--- config.mk ---
export PLATFORM = sky130hd
export DESIGN_NAME = alu_sequencer
export DESIGN_NICKNAME = d
export VERILOG_FILES = /design/src/rtl/alu_pkg.sv /design/src/rtl/alu_regfile.sv /design/src/rtl/alu_sequencer.sv
export SDC_FILE = /design/constraint.sdc
export NUM_CORES = 1
export LEC_CHECK = 0
export ABC_AREA = 1
export BUFFER_PORTS_ARGS = -buffer_cell sky130_fd_sc_hd__clkbuf_2
export CAP_MARGIN = 20
export CORE_MARGIN = 2
export CORE_UTILIZATION = 53
export DETAILED_ROUTE_END_ITERATION = 12
export GPL_ROUTABILITY_DRIVEN = 0
export PLACE_DENSITY = 0.78
export SKIP_CTS_REPAIR_TIMING = 1
export SYNTH_ARGS = -nofsm -noshare
export SYNTH_HDL_FRONTEND = slang
export SYNTH_SLANG_ARGS = --single-unit
--- constraint.sdc ---
create_clock -name clk -period 1.5 [get_ports clk]
set_input_delay 0.15 -clock clk [delete_from_list [all_inputs] [get_ports clk]]
set_output_delay 0.15 -clock clk [all_outputs]
set_load 0.05 [all_outputs]
--- src/rtl/alu_pkg.sv ---
// Shared constants for the ALU and its issue-side sequencer: widths, opcodes,
// instruction field positions and sequencer state encoding.
package alu_pkg;

    localparam int DATA_W   = 4;
    localparam int RF_DEPTH = 4;
    localparam int RA_W     = $clog2(RF_DEPTH);
    localparam int INSTR_W  = 13;

    localparam logic [2:0] OP_NOP  = 3'b000;
    localparam logic [2:0] OP_ADD  = 3'b001;
    localparam logic [2:0] OP_SUB  = 3'b010;
    localparam logic [2:0] OP_AND  = 3'b011;
    localparam logic [2:0] OP_OR   = 3'b100;
    localparam logic [2:0] OP_NOT1 = 3'b101;
    localparam logic [2:0] OP_NOT2 = 3'b110;
    localparam logic [2:0] OP_LDI  = 3'b111;

    // Instruction word: [12:10] opcode, [9:8] rd, [7:6] rs1, [5:4] rs2, [3:0] imm
    localparam int OPC_LSB = 10;
    localparam int RD_LSB  = 8;
    localparam int RS1_LSB = 6;
    localparam int RS2_LSB = 4;
    localparam int IMM_LSB = 0;

    typedef enum logic [1:0] {
        ST_IDLE,
        ST_EXEC,
        ST_WB
    } state_t;

    function automatic logic [2:0] instr_opcode(input logic [INSTR_W-1:0] word);
        return word[OPC_LSB +: 3];
    endfunction

    function automatic logic [RA_W-1:0] instr_reg(input logic [INSTR_W-1:0] word, input int lsb);
        return word[lsb +: RA_W];
    endfunction

endpackage

--- src/rtl/alu_regfile.sv ---
// Small register file: two asynchronous read ports, one synchronous write
// port, synchronous clear of every entry on reset.
module alu_regfile
    import alu_pkg::*;
(
    input  logic              clk,
    input  logic              rst,
    input  logic [RA_W-1:0]   rd_addr_a,
    input  logic [RA_W-1:0]   rd_addr_b,
    output logic [DATA_W-1:0] rd_data_a,
    output logic [DATA_W-1:0] rd_data_b,
    input  logic              wr_en,
    input  logic [RA_W-1:0]   wr_addr,
    input  logic [DATA_W-1:0] wr_data
);

    logic [DATA_W-1:0] mem [RF_DEPTH];

    always_ff @(posedge clk) begin
        if (rst) begin
            for (int i = 0; i < RF_DEPTH; i++) begin
                mem[i] <= '0;
            end
        end else if (wr_en) begin
            mem[wr_addr] <= wr_data;
        end
    end

    // Reads see the pre-write value, so rd may alias rs1/rs2.
    assign rd_data_a = mem[rd_addr_a];
    assign rd_data_b = mem[rd_addr_b];

endmodule

--- src/rtl/alu_sequencer.sv ---
// Issue-side controller for the external 4-bit ALU: accepts one instruction,
// executes it for one cycle, writes the result back and holds it for hand-off.
module alu_sequencer
    import alu_pkg::*;
(
    input  logic               clk,
    input  logic               rst,
    input  logic               instr_valid,
    output logic               instr_ready,
    input  logic [INSTR_W-1:0] instr,
    output logic [2:0]         alu_opcode,
    output logic [DATA_W-1:0]  alu_op1,
    output logic [DATA_W-1:0]  alu_op2,
    input  logic [DATA_W-1:0]  alu_result,
    output logic               res_valid,
    input  logic               res_ready,
    output logic [DATA_W-1:0]  res_data,
    output logic [RA_W-1:0]    res_rd
);

    state_t             state;
    state_t             next_state;
    logic [INSTR_W-1:0] instr_q;
    logic [DATA_W-1:0]  rf_a;
    logic [DATA_W-1:0]  rf_b;
    logic [DATA_W-1:0]  wb_value;
    logic               wb_en;

    wire [2:0]      opcode = instr_opcode(instr_q);
    wire [RA_W-1:0] rd     = instr_reg(instr_q, RD_LSB);
    wire [RA_W-1:0] rs1    = instr_reg(instr_q, RS1_LSB);
    wire [RA_W-1:0] rs2    = instr_reg(instr_q, RS2_LSB);

    alu_regfile u_regfile (
        .clk       (clk),
        .rst       (rst),
        .rd_addr_a (rs1),
        .rd_addr_b (rs2),
        .rd_data_a (rf_a),
        .rd_data_b (rf_b),
        .wr_en     (wb_en),
        .wr_addr   (rd),
        .wr_data   (wb_value)
    );

    always_ff @(posedge clk) begin
        if (rst) begin
            state    <= ST_IDLE;
            instr_q  <= '0;
            res_data <= '0;
            res_rd   <= '0;
        end else begin
            state <= next_state;
            if (state == ST_IDLE && instr_valid) begin
                instr_q <= instr;
            end
            if (state == ST_EXEC) begin
                res_data <= wb_value;
                res_rd   <= rd;
            end
        end
    end

    always_comb begin
        next_state  = state;
        instr_ready = 1'b0;
        res_valid   = 1'b0;
        alu_opcode  = OP_NOP;
        alu_op1     = '0;
        alu_op2     = '0;
        wb_en       = 1'b0;
        wb_value    = '0;

        case (opcode)
            OP_NOP:  wb_value = '0;
            OP_LDI:  wb_value = instr_q[IMM_LSB +: DATA_W];
            default: wb_value = alu_result;
        endcase

        case (state)
            ST_IDLE: begin
                instr_ready = !rst;
                if (instr_valid) begin
                    next_state = ST_EXEC;
                end
            end
            ST_EXEC: begin
                alu_opcode = opcode;
                alu_op1    = rf_a;
                alu_op2    = rf_b;
                wb_en      = (opcode != OP_NOP);
                next_state = ST_WB;
            end
            ST_WB: begin
                res_valid = 1'b1;
                if (res_ready) begin
                    next_state = ST_IDLE;
                end
            end
            default: next_state = ST_IDLE;
        endcase
    end

endmodule

==> impl_metrics.ini, run 1 <==
[cts]
htreeDepth = 2
cts_tree = yes
clock_tree.root_cell = sky130_fd_sc_hd__clkbuf_4
numClockSinks = 41
maximum_count_of_clock_buffers_along_a_single_path = 2
clkLatencyLatePin_ns = 0.36
cts_buffers = 5
worst_setup_hold_path_clk_slew_ns = 0.12

[global_route]
initial_antenna_violation_count = 0
grt_max_degree = 21
globalRouteTotalUtil_pct = 20.7
first_global_vias = 1488
grt_pass1_wl_mm = 6.41
overflow = 0

[sta]
final_critical_path_setup_slack_ns = -0.00751
slew_headroom_pct = 81.2
hold_viol = 0
finalClockSkew_ns = 0.0111
final_max_slew_viol_count = 0
period_minus_slack_ns = 1.51
worst_pin_slew_ns = 0.284
setup_total_negative_slack_ns = -0.0144
grt_setup_unrepaired = yes
timing.final.crit_share_pct = 101
fmaxAchievable_ghz = 0.663
finalSetupViolations = 2

[final_layout]
most_frequent_cells_in_the_layout = sky130_fd_sc_hd__nor2_1 (46), sky130_fd_sc_hd__clkbuf_2 (30), sky130_fd_sc_hd__nand2_1 (20), sky130_fd_sc_hd__dfxtp_1 (20), sky130_fd_sc_hd__inv_1 (19)
final_layout_size_suffix_gt1_share_pct = 32.8
post_layout_instance_count_excluding_filler_cells = 320
fin_nets = 294
areaGrowthSynthToFinish_pct = 24.6
layout_commonest_cell = sky130_fd_sc_hd__nor2_1
num_antenna_cells = 0

[yosys]
synthAdderAreaFrac_pct = 0
synth.distinct_cells = 20
main_combinational_cell_family_by_area_after_synthesis = simple AND/OR/NAND/NOR gates
yosys_register_bits = 41
yosys_warnings = 0
async_flop_share_pct = 0
mappedNetlistArea_um2 = 1870
postSynth.topFlopCell = sky130_fd_sc_hd__dfxtp_1
synth_xor_xnor_area_share_pct = 0
count_of_flip_flops_with_a_built_in_enable_after_synthesis = 16
post_synth_mux_area_share_pct = 0
synth_cells = 229
synth-simple-area-share_pct = 22.7
synth-seq-area-share_pct = 52.5
avgSynthCellArea_um2 = 8.16
syn-num-nets = 250
synth_compound_gate_area_share_pct = 15.8

[drt]
drt-pass1-iter-count = 5
final_routed_wirelength_mm = 3.72
drt_drc_violations_left = 0
routed_wire_length_per_instance_um = 11.6
dr_total_vias = 1624
dr.first_iter.drc_count = 75
ant_nets = 0
vias_per_cell = 5.08

[critical_path]
cp.buffers_inverters = 2
critPathArrivalTime_ns = 1.36
critical_path_required_ns = 1.35
crit_path_end_kind = output port
cpPeakStageDelay_ns = 0.38
critical_path.max_fanout = 6
path_class = flop to output port
timing.critical_path.slowest_stage_cell = sky130_fd_sc_hd__dfxtp_4
critical-path-top-delay-family = flip-flops
crit_path_start_kind = flop
cp_cell_sequence = buf_6, a21oi_2, o21ai_1, a21oi_2, buf_6

[placement]
placed_cells = 307
pre_cts_ws_ns = 0.148
buffer_ports.inserted = 39
dp_hpwl_mm = 2.72

[outcome]
run_status = finished with violations
failed_checks = negative setup slack

[pwr]
cellLeakagePower_nw = 0.999
totalPowerFinal_mw = 2.47
vdd.ir_drop.worst_mv = 0.911
power_per_cell_area_nw_per_um2 = 1060

[floorplanning]
fp.coreArea_um2 = 3360
io-pin-count = 40
floorplan.initialDensity_pct = 55.6
row_count = 21
die_h_um = 63.4
design.die.area_um2 = 4020
dieWidth_um = 63.4

[hold_path]
hp-class = input port to flop

[run]
cap_viol_max_count = 0
final timing paths:
path | startpoint | end | slack [ns] | cells past startpoint
max | flop | alu_op1[1] | -0.008 | 5
min | instr[3] | instr_q[3]$_SDFFE_PP0P_ | 0.03 | 3
max reg2reg | state[1]$_SDFFE_PP0P_ | u_regfile.mem[0][0]$_SDFFCE_PN0P_ | 0.10 | 6
min reg2reg | res_rd[0]$_SDFFE_PP0N_ | res_rd[0]$_SDFFE_PP0N_ | 0.47 | 2
sequential cells by signal, summed over array words and instances (netlist names), named ones only:
name	cells
u_regfile.mem	16
instr_q	13
res_data	4
res_rd	2
state	2
synth_stat cells, types with 4 or more instances:
cell type | number | share of area (%)
sky130_fd_sc_hd__nand4_1 | 4 | 1.3
sky130_fd_sc_hd__dfxtp_1 | 25 | 27
sky130_fd_sc_hd__nand3_1 | 11 | 2.9
sky130_fd_sc_hd__edfxtp_1 | 16 | 26
sky130_fd_sc_hd__inv_2 | 9 | 1.8
sky130_fd_sc_hd__o211ai_1 | 8 | 3.2
sky130_fd_sc_hd__buf_2 | 7 | 1.9
sky130_fd_sc_hd__nand2_1 | 25 | 5.0
sky130_fd_sc_hd__o21ai_0 | 22 | 5.9
sky130_fd_sc_hd__a21oi_1 | 24 | 6.4
sky130_fd_sc_hd__nor2_1 | 46 | 9.2
sky130_fd_sc_hd__inv_1 | 19 | 3.8
cells by family (layout without fill, tap and decap cells):
family,Yosys count,count (layout)
flip-flops,41,41
AO/OA/AOI/OAI,55,55
buffers and inverters,40,85
AND/OR/NAND/NOR,93,93
cell type report:
cell class                 count  area, um2
timing repair buffer          49        334
clock inverter                 2       33.8
clock buffer                   6       41.3
tap                           46       57.6
multi-input combinational    148        766
sequential                    41        992
fill                         303       1030
inverter                      28        105
where the power goes:
part | switching (mW) | internal (mW)
combinational | 0.324 | 0.167
clock | 0.339 | 0.347
sequential | 0.0599 | 1.23
worst min-delay path: stages:
cell and delay (ns):
sky130_fd_sc_hd__clkbuf_2 0.07, sky130_fd_sc_hd__o21ai_0 0.07, sky130_fd_sc_hd__nor2_1 0.07
routing by layer:
metal / share of wire [%] / track usage (%) / wire length, um / vias to the layer above
met5: 0 / 0 / 0 / -
met4: 3.1 / 9.78 / 114 / 0
met1: 43 / 25.1 / 1580 / 696
met2: 48 / 34.2 / 1780 / 71
met3: 6.5 / 5.71 / 241 / 14
li1: - / - / - / 843
metrics by stage:
step	utilization [%]	instance area (um2)	hold slack, ns
5_1_grt	69.3	2330	0.0502
3_3_place_gp	63.0	2120	0.403
2_1_floorplan	-	1890	0.313
4_1_cts	65.2	2190	0.0208
6_report	69.3	2330	0.0321
3_5_place_dp	63.0	2120	0.407
Power figures use the tool's default switching activity.
==> run 2: changes to the inputs <==
--- a/config.mk
+++ b/config.mk
@@ -13,6 +13,7 @@
 export DETAILED_ROUTE_END_ITERATION = 12
 export GPL_ROUTABILITY_DRIVEN = 0
 export PLACE_DENSITY = 0.78
+export SETUP_SLACK_MARGIN = 0.02
 export SKIP_CTS_REPAIR_TIMING = 1
 export SYNTH_ARGS = -nofsm -noshare
 export SYNTH_HDL_FRONTEND = slang
==> run 2 against run 1 <==
The flow still finishes with violations (negative setup slack). Clock-buffer cell count unchanged. Maximum frequency unchanged. Total power is essentially flat. Clock power about the same. Routed wire length barely moved.
==> impl_metrics.ini, run 2 (synthesis gave the netlist of run 1 again) <==
[critical_path]
critical_path.max_fanout = 6
path_class = flop to output port
crit_path_end_kind = output port
source_of_the_worst_register_to_register_timing_path = state[1]$_SDFFE_PP0P_
ff2ff_path_depth = 6
reg2reg_setup_slack_ns = 0.10
crit_path_start_kind = flop
reg2reg_to = u_regfile.mem[0][0]$_SDFFCE_PN0P_
critical_path_required_ns = 1.35
critPathArrivalTime_ns = 1.36

[global_route]
initial_antenna_violation_count = 0
grt_max_degree = 21
first_global_vias = 1488
globalRouteTotalUtil_pct = 20.7
overflow = 0
grt_pass1_wl_mm = 6.41

[sta]
hold_viol = 0
finalClockSkew_ns = 0.0110
finalSetupViolations = 2
final_critical_path_setup_slack_ns = -0.00751
timing.final.crit_share_pct = 101
fmaxAchievable_ghz = 0.663
worst_pin_slew_ns = 0.284
period_minus_slack_ns = 1.51
grt_setup_unrepaired = yes
slew_headroom_pct = 81.2
final_max_slew_viol_count = 0

[outcome]
failed_checks = negative setup slack
run_status = finished with violations

[pwr]
totalPowerFinal_mw = 2.47
power_per_cell_area_nw_per_um2 = 1060
vdd.ir_drop.worst_mv = 0.911
cellLeakagePower_nw = 1.00

[floorplanning]
floorplan.initialDensity_pct = 55.6
fp.coreArea_um2 = 3360
die_h_um = 63.4
io-pin-count = 40
dieWidth_um = 63.4
design.die.area_um2 = 4020
row_count = 21

[final_layout]
most_frequent_cells_in_the_layout = sky130_fd_sc_hd__nor2_1 (46), sky130_fd_sc_hd__clkbuf_2 (28), sky130_fd_sc_hd__nand2_1 (20), sky130_fd_sc_hd__inv_1 (19), sky130_fd_sc_hd__dfxtp_1 (19)
number_of_flip_flops_in_the_largest_register = 16
num_antenna_cells = 0
layout_commonest_cell = sky130_fd_sc_hd__nor2_1
reg_top3 = u_regfile.mem: 16 flops, instr_q: 13 flops, res_data: 4 flops
areaGrowthSynthToFinish_pct = 24.7
top_register = u_regfile.mem
final_layout_size_suffix_gt1_share_pct = 33.2
fin_nets = 294

[drt]
dr.first_iter.drc_count = 75
ant_nets = 0
vias_per_cell = 5.08
drt_drc_violations_left = 0
final_routed_wirelength_mm = 3.72
drt-pass1-iter-count = 5
dr_total_vias = 1624
routed_wire_length_per_instance_um = 11.6

[cts]
numClockSinks = 41
cts_buffers = 5
clock_tree.root_cell = sky130_fd_sc_hd__clkbuf_4
worst_setup_hold_path_clk_slew_ns = 0.12
maximum_count_of_clock_buffers_along_a_single_path = 2
cts_tree = yes
htreeDepth = 2
clkLatencyLatePin_ns = 0.36

[hold_path]
hp-class = input port to flop
hold_path.startpoint = instr[3]
min_delay_path_depth = 3
worst_hold_path.endpoint = instr_q[3]$_SDFFE_PP0P_

[placement]
buffer_ports.inserted = 39
pre_cts_ws_ns = 0.148
dp_hpwl_mm = 2.72

[run]
cap_viol_max_count = 0
-- run 2: cell count changes in the layout (fill, tap and decap cells not counted), sizes merged --
cell    change
buf         +2
clkbuf      -2
-- run 2: report_power, final --
part	internal (mW)	switching, mW
clock network	0.347	0.339
registers	1.23	0.0599
logic	0.167	0.324
total	1.75	0.723
-- run 2: worst max path at each step --
stage / to / slack (ns) / depth (start not counted)
finish: alu_op1[1] / -0.008 / 5
CTS: alu_op1[2] / -0.25 / 3
floorplan: alu_op2[2] / -0.15 / 5
global route: alu_op1[1] / -0.1 / 5
detailed placement: alu_op1[2] / 0.15 / 3
global placement: u_regfile.mem[0][2]$_SDFFCE_PN0P_ / 0.20 / 4
-- run 2: routing by layer --
| layer | share of wire [%] | global-route usage (%) |
|---|---|---|
| met1 | 43 | 25.1 |
| met2 | 48 | 34.2 |
| met3 | 6.5 | 5.71 |
| met4 | 3.1 | 9.78 |
| met5 | 0 | 0 |
-- run 2: final cells by class --
type                    count  area, um2
flip-flops and latches     41        993
clock inverters             2       33.8
inverters                  28        105
clock buffers               6       41.3
multi-input cells         148        766
well taps                  46       57.6
fillers                   304       1030
repair buffers             49        334
-- run 2: stage by stage --
| step | std cells | hold WS (ns) | instance area [um2] | util [%] | TNS, ns |
|---|---|---|---|---|---|
| floorplan | 229 | 0.313 | 1890 | - | -0.396 |
| global placement | 307 | 0.403 | 2120 | 63.0 | 0 |
| global route | 320 | 0.0502 | 2330 | 69.3 | -0.587 |
| CTS | 315 | 0.0208 | 2190 | 65.2 | -1.75 |
| detailed placement | 307 | 0.407 | 2120 | 63.0 | 0 |
| finish | 320 | 0.0322 | 2330 | 69.3 | -0.0144 |
-- run 2: critical path, stage by stage, from the launching register on --
cell	delay [ns]
sky130_fd_sc_hd__dfxtp_4	0.38
sky130_fd_sc_hd__buf_6	0.13
sky130_fd_sc_hd__a21oi_2	0.10
sky130_fd_sc_hd__o21ai_1	0.08
sky130_fd_sc_hd__a21oi_2	0.15
sky130_fd_sc_hd__buf_6	0.17
==> run 3: changes to the inputs <==
--- a/config.mk
+++ b/config.mk
@@ -9,12 +9,13 @@
 export BUFFER_PORTS_ARGS = -buffer_cell sky130_fd_sc_hd__clkbuf_2
 export CAP_MARGIN = 20
 export CORE_MARGIN = 2
-export CORE_UTILIZATION = 53
+export CORE_UTILIZATION = 54
 export DETAILED_ROUTE_END_ITERATION = 12
 export GPL_ROUTABILITY_DRIVEN = 0
-export PLACE_DENSITY = 0.78
+export PLACE_DENSITY = 0.79
 export SETUP_SLACK_MARGIN = 0.02
 export SKIP_CTS_REPAIR_TIMING = 1
 export SYNTH_ARGS = -nofsm -noshare
 export SYNTH_HDL_FRONTEND = slang
+export SYNTH_HIERARCHICAL = 1
 export SYNTH_SLANG_ARGS = --single-unit
==> run 3 against run 2 <==
The flow now finishes without violations. Synthesized area up 6.2%. First-iteration DRC count up 44%. Worst setup slack better by 0.040 ns. Worst hold slack better by 0.044 ns. Non-clock buffer count up 5. Register-to-register slack about the same. Critical endpoint is now alu_op2[1].
==> impl_metrics.ini, run 3 <==
[final_layout]
post_layout_instance_count_excluding_filler_cells = 373
final_layout_size_suffix_gt1_share_pct = 34.8
post-route-util_pct = 70.6
postLayoutCellArea_um2 = 2550
number_of_flip_flops_in_the_largest_register = 16
layout_commonest_cell = sky130_fd_sc_hd__nand2_1
fin_nets = 345
areaGrowthSynthToFinish_pct = 28.3
top_register = u_regfile/mem
num_antenna_cells = 0
reg_top3 = u_regfile/mem: 16 flops, instr_q: 13 flops, res_data: 4 flops
most_frequent_cells_in_the_layout = sky130_fd_sc_hd__nand2_1 (73), sky130_fd_sc_hd__inv_1 (40), sky130_fd_sc_hd__clkbuf_2 (28), sky130_fd_sc_hd__nor2_1 (26), sky130_fd_sc_hd__nand3_1 (25)

[global_route]
globalRouteTotalUtil_pct = 21.3
first_global_vias = 1626
grt_max_degree = 18
initial_antenna_violation_count = 0
grt_pass1_wl_mm = 6.87
overflow = 0

[sta]
finalClockSkew_ns = 0.00972
slew_headroom_pct = 79.4
hold_viol = 0
grt_setup_unrepaired = yes
timing.final.crit_share_pct = 97.8
period_minus_slack_ns = 1.47
final_max_slew_viol_count = 0
setup_total_negative_slack_ns = 0
fmaxAchievable_ghz = 0.682
finalSetupViolations = 0
worst_pin_slew_ns = 0.308

[critical_path]
cp_cell_sequence = buf_6, nand2_1, nand3_1, nand2_1, inv_1, nor2_2, buf_6
timing.critical_path.slowest_stage_cell = sky130_fd_sc_hd__dfxtp_4
crit_path_end_kind = output port
critical-path-top-delay-family = flip-flops
crit_path_start_kind = flop
critical_path_required_ns = 1.35
cpPeakStageDelay_ns = 0.38
source_of_the_worst_register_to_register_timing_path = state[0]$_SDFFE_PP0P_
path_class = flop to output port
critical_path.max_fanout = 6
critPathArrivalTime_ns = 1.32
cp_startpoint = instr_q[4]$_SDFFE_PP0P_
cp.buffers_inverters = 3
reg2reg_setup_slack_ns = 0.11

[drt]
dr.first_iter.drc_count = 108
ant_nets = 0
vias_per_cell = 4.87
drt_drc_violations_left = 0
final_routed_wirelength_mm = 4.18
routed_wire_length_per_instance_um = 11.2
dr_total_vias = 1815
drt-pass1-iter-count = 4

[cts]
numClockSinks = 37
clkLatencyLatePin_ns = 0.29
clock_tree.root_cell = sky130_fd_sc_hd__clkbuf_8
htreeDepth = 2
cts_buffers = 5
cts_tree = yes
maximum_count_of_clock_buffers_along_a_single_path = 2
worst_setup_hold_path_clk_slew_ns = 0.07

[placement]
dp_hpwl_mm = 3.08
placed_cells = 364
buffer_ports.inserted = 39
detailed_place.area_um2 = 2310

[yosys]
synth_top_cell_area_share_pct = 24.2
postSynth.topFlopCell = sky130_fd_sc_hd__dfxtp_1
yosys_register_bits = 37
avgSynthCellArea_um2 = 7.27
netlist.top_cell.by_area = sky130_fd_sc_hd__edfxtp_1
async_flop_share_pct = 0
syn-num-nets = 294
synth.distinct_cells = 19
synth_most_common_cell = sky130_fd_sc_hd__nand2_1
synth_area_leaders = sky130_fd_sc_hd__edfxtp_1 (24%), sky130_fd_sc_hd__dfxtp_1 (21%), sky130_fd_sc_hd__nand2_1 (14%)
count_of_flip_flops_with_a_built_in_enable_after_synthesis = 16
synth-seq-area-share_pct = 45.4
yosys_warnings = 6
synthTopCellsByCount = sky130_fd_sc_hd__nand2_1 (75), sky130_fd_sc_hd__inv_1 (41), sky130_fd_sc_hd__nor2_1 (34)
mappedNetlistArea_um2 = 1980
synth_cells = 273

[pwr]
power_per_cell_area_nw_per_um2 = 939
totalPowerFinal_mw = 2.39
vdd.ir_drop.worst_mv = 0.634
cellLeakagePower_nw = 1.18

[floorplanning]
io-pin-count = 40
floorplan.initialDensity_pct = 55.0
design.die.area_um2 = 4180
row_count = 22
die_h_um = 64.6
fp.coreArea_um2 = 3610
dieWidth_um = 64.6

[hold_path]
hp-class = input port to flop
hold_path.startpoint = instr[6]

[outcome]
run_status = finished, final reports clean

[run]
cap_viol_max_count = 0
run 3: cell count changes after synthesis, sizes merged, moves of 3 or more:
cell    before  now
nand2       27   86
inv         28   48
nand3       11   29
nor2        48   37
a21oi       24   17
nor3         0    4
o21ai       23    1
dfxtp       25   21
clkbuf       3    0
nand4        7    4
o211ai       8    0
run 3: logic make-up after synthesis:
group / after synthesis / synth area share, %
simple gates: 160 / 35.8
buf+inv: 58 / 12.4
flops: 37 / 45.4
compound gates: 18 / 6.43
run 3: final timing paths:
kind                                             to  cells after the start
hold reg to reg             instr_q[0]$_SDFFE_PP0P_                      2
hold / removal              instr_q[6]$_SDFFE_PP0P_                      3
setup / recovery                         alu_op2[1]                      7
setup reg to reg  u_regfile/mem[0][2]$_SDFFCE_PN0P_                      9
run 3: final cells by class:
type,instances,area (um2)
inverter,48,183
multi-input combinational,178,885
sequential,37,911
fill,298,1060
timing repair buffer,54,405
clock buffer,7,97.6
tap,48,60.1
clock inverter,1,5.00
run 3: layer usage:
layer  part of all wire, %  vias up  global-route usage (%)
met5                     0        -                       0
met4                  0.57        0                    7.18
met3                   4.2        6                    6.25
met2                    52       40                    36.3
met1                    44      826                    25.7
li1                      -      943                       -
run 3: stage by stage:
| step | setup WS, ns | hold slack (ns) |
|---|---|---|
| finish | 0.0327 | 0.0757 |
| global placement | 0.0764 | 0.384 |
| global route | -0.0750 | 0.0750 |
| floorplan | -0.0240 | 0.286 |
| detailed placement | 0.0263 | 0.389 |
| CTS | -0.234 | 0.0789 |
run 3: power breakdown:
group | total (mW) | switching (mW) | internal, mW
registers | 1.13 | 0.0331 | 1.10
clock network | 0.752 | 0.326 | 0.425
logic | 0.505 | 0.332 | 0.173
run 3: worst register-to-register path, cell delays in order, from the launching register on:
cell and delay (ns):
sky130_fd_sc_hd__dfxtp_2 0.34, sky130_fd_sc_hd__inv_2 0.04, sky130_fd_sc_hd__nor2_2 0.11, sky130_fd_sc_hd__inv_2 0.06, sky130_fd_sc_hd__a21oi_2 0.14, sky130_fd_sc_hd__inv_2 0.08, sky130_fd_sc_hd__nor2_4 0.11, sky130_fd_sc_hd__nand3_2 0.09
sky130_fd_sc_hd__buf_4 0.16, sky130_fd_sc_hd__nor2_1 0.12
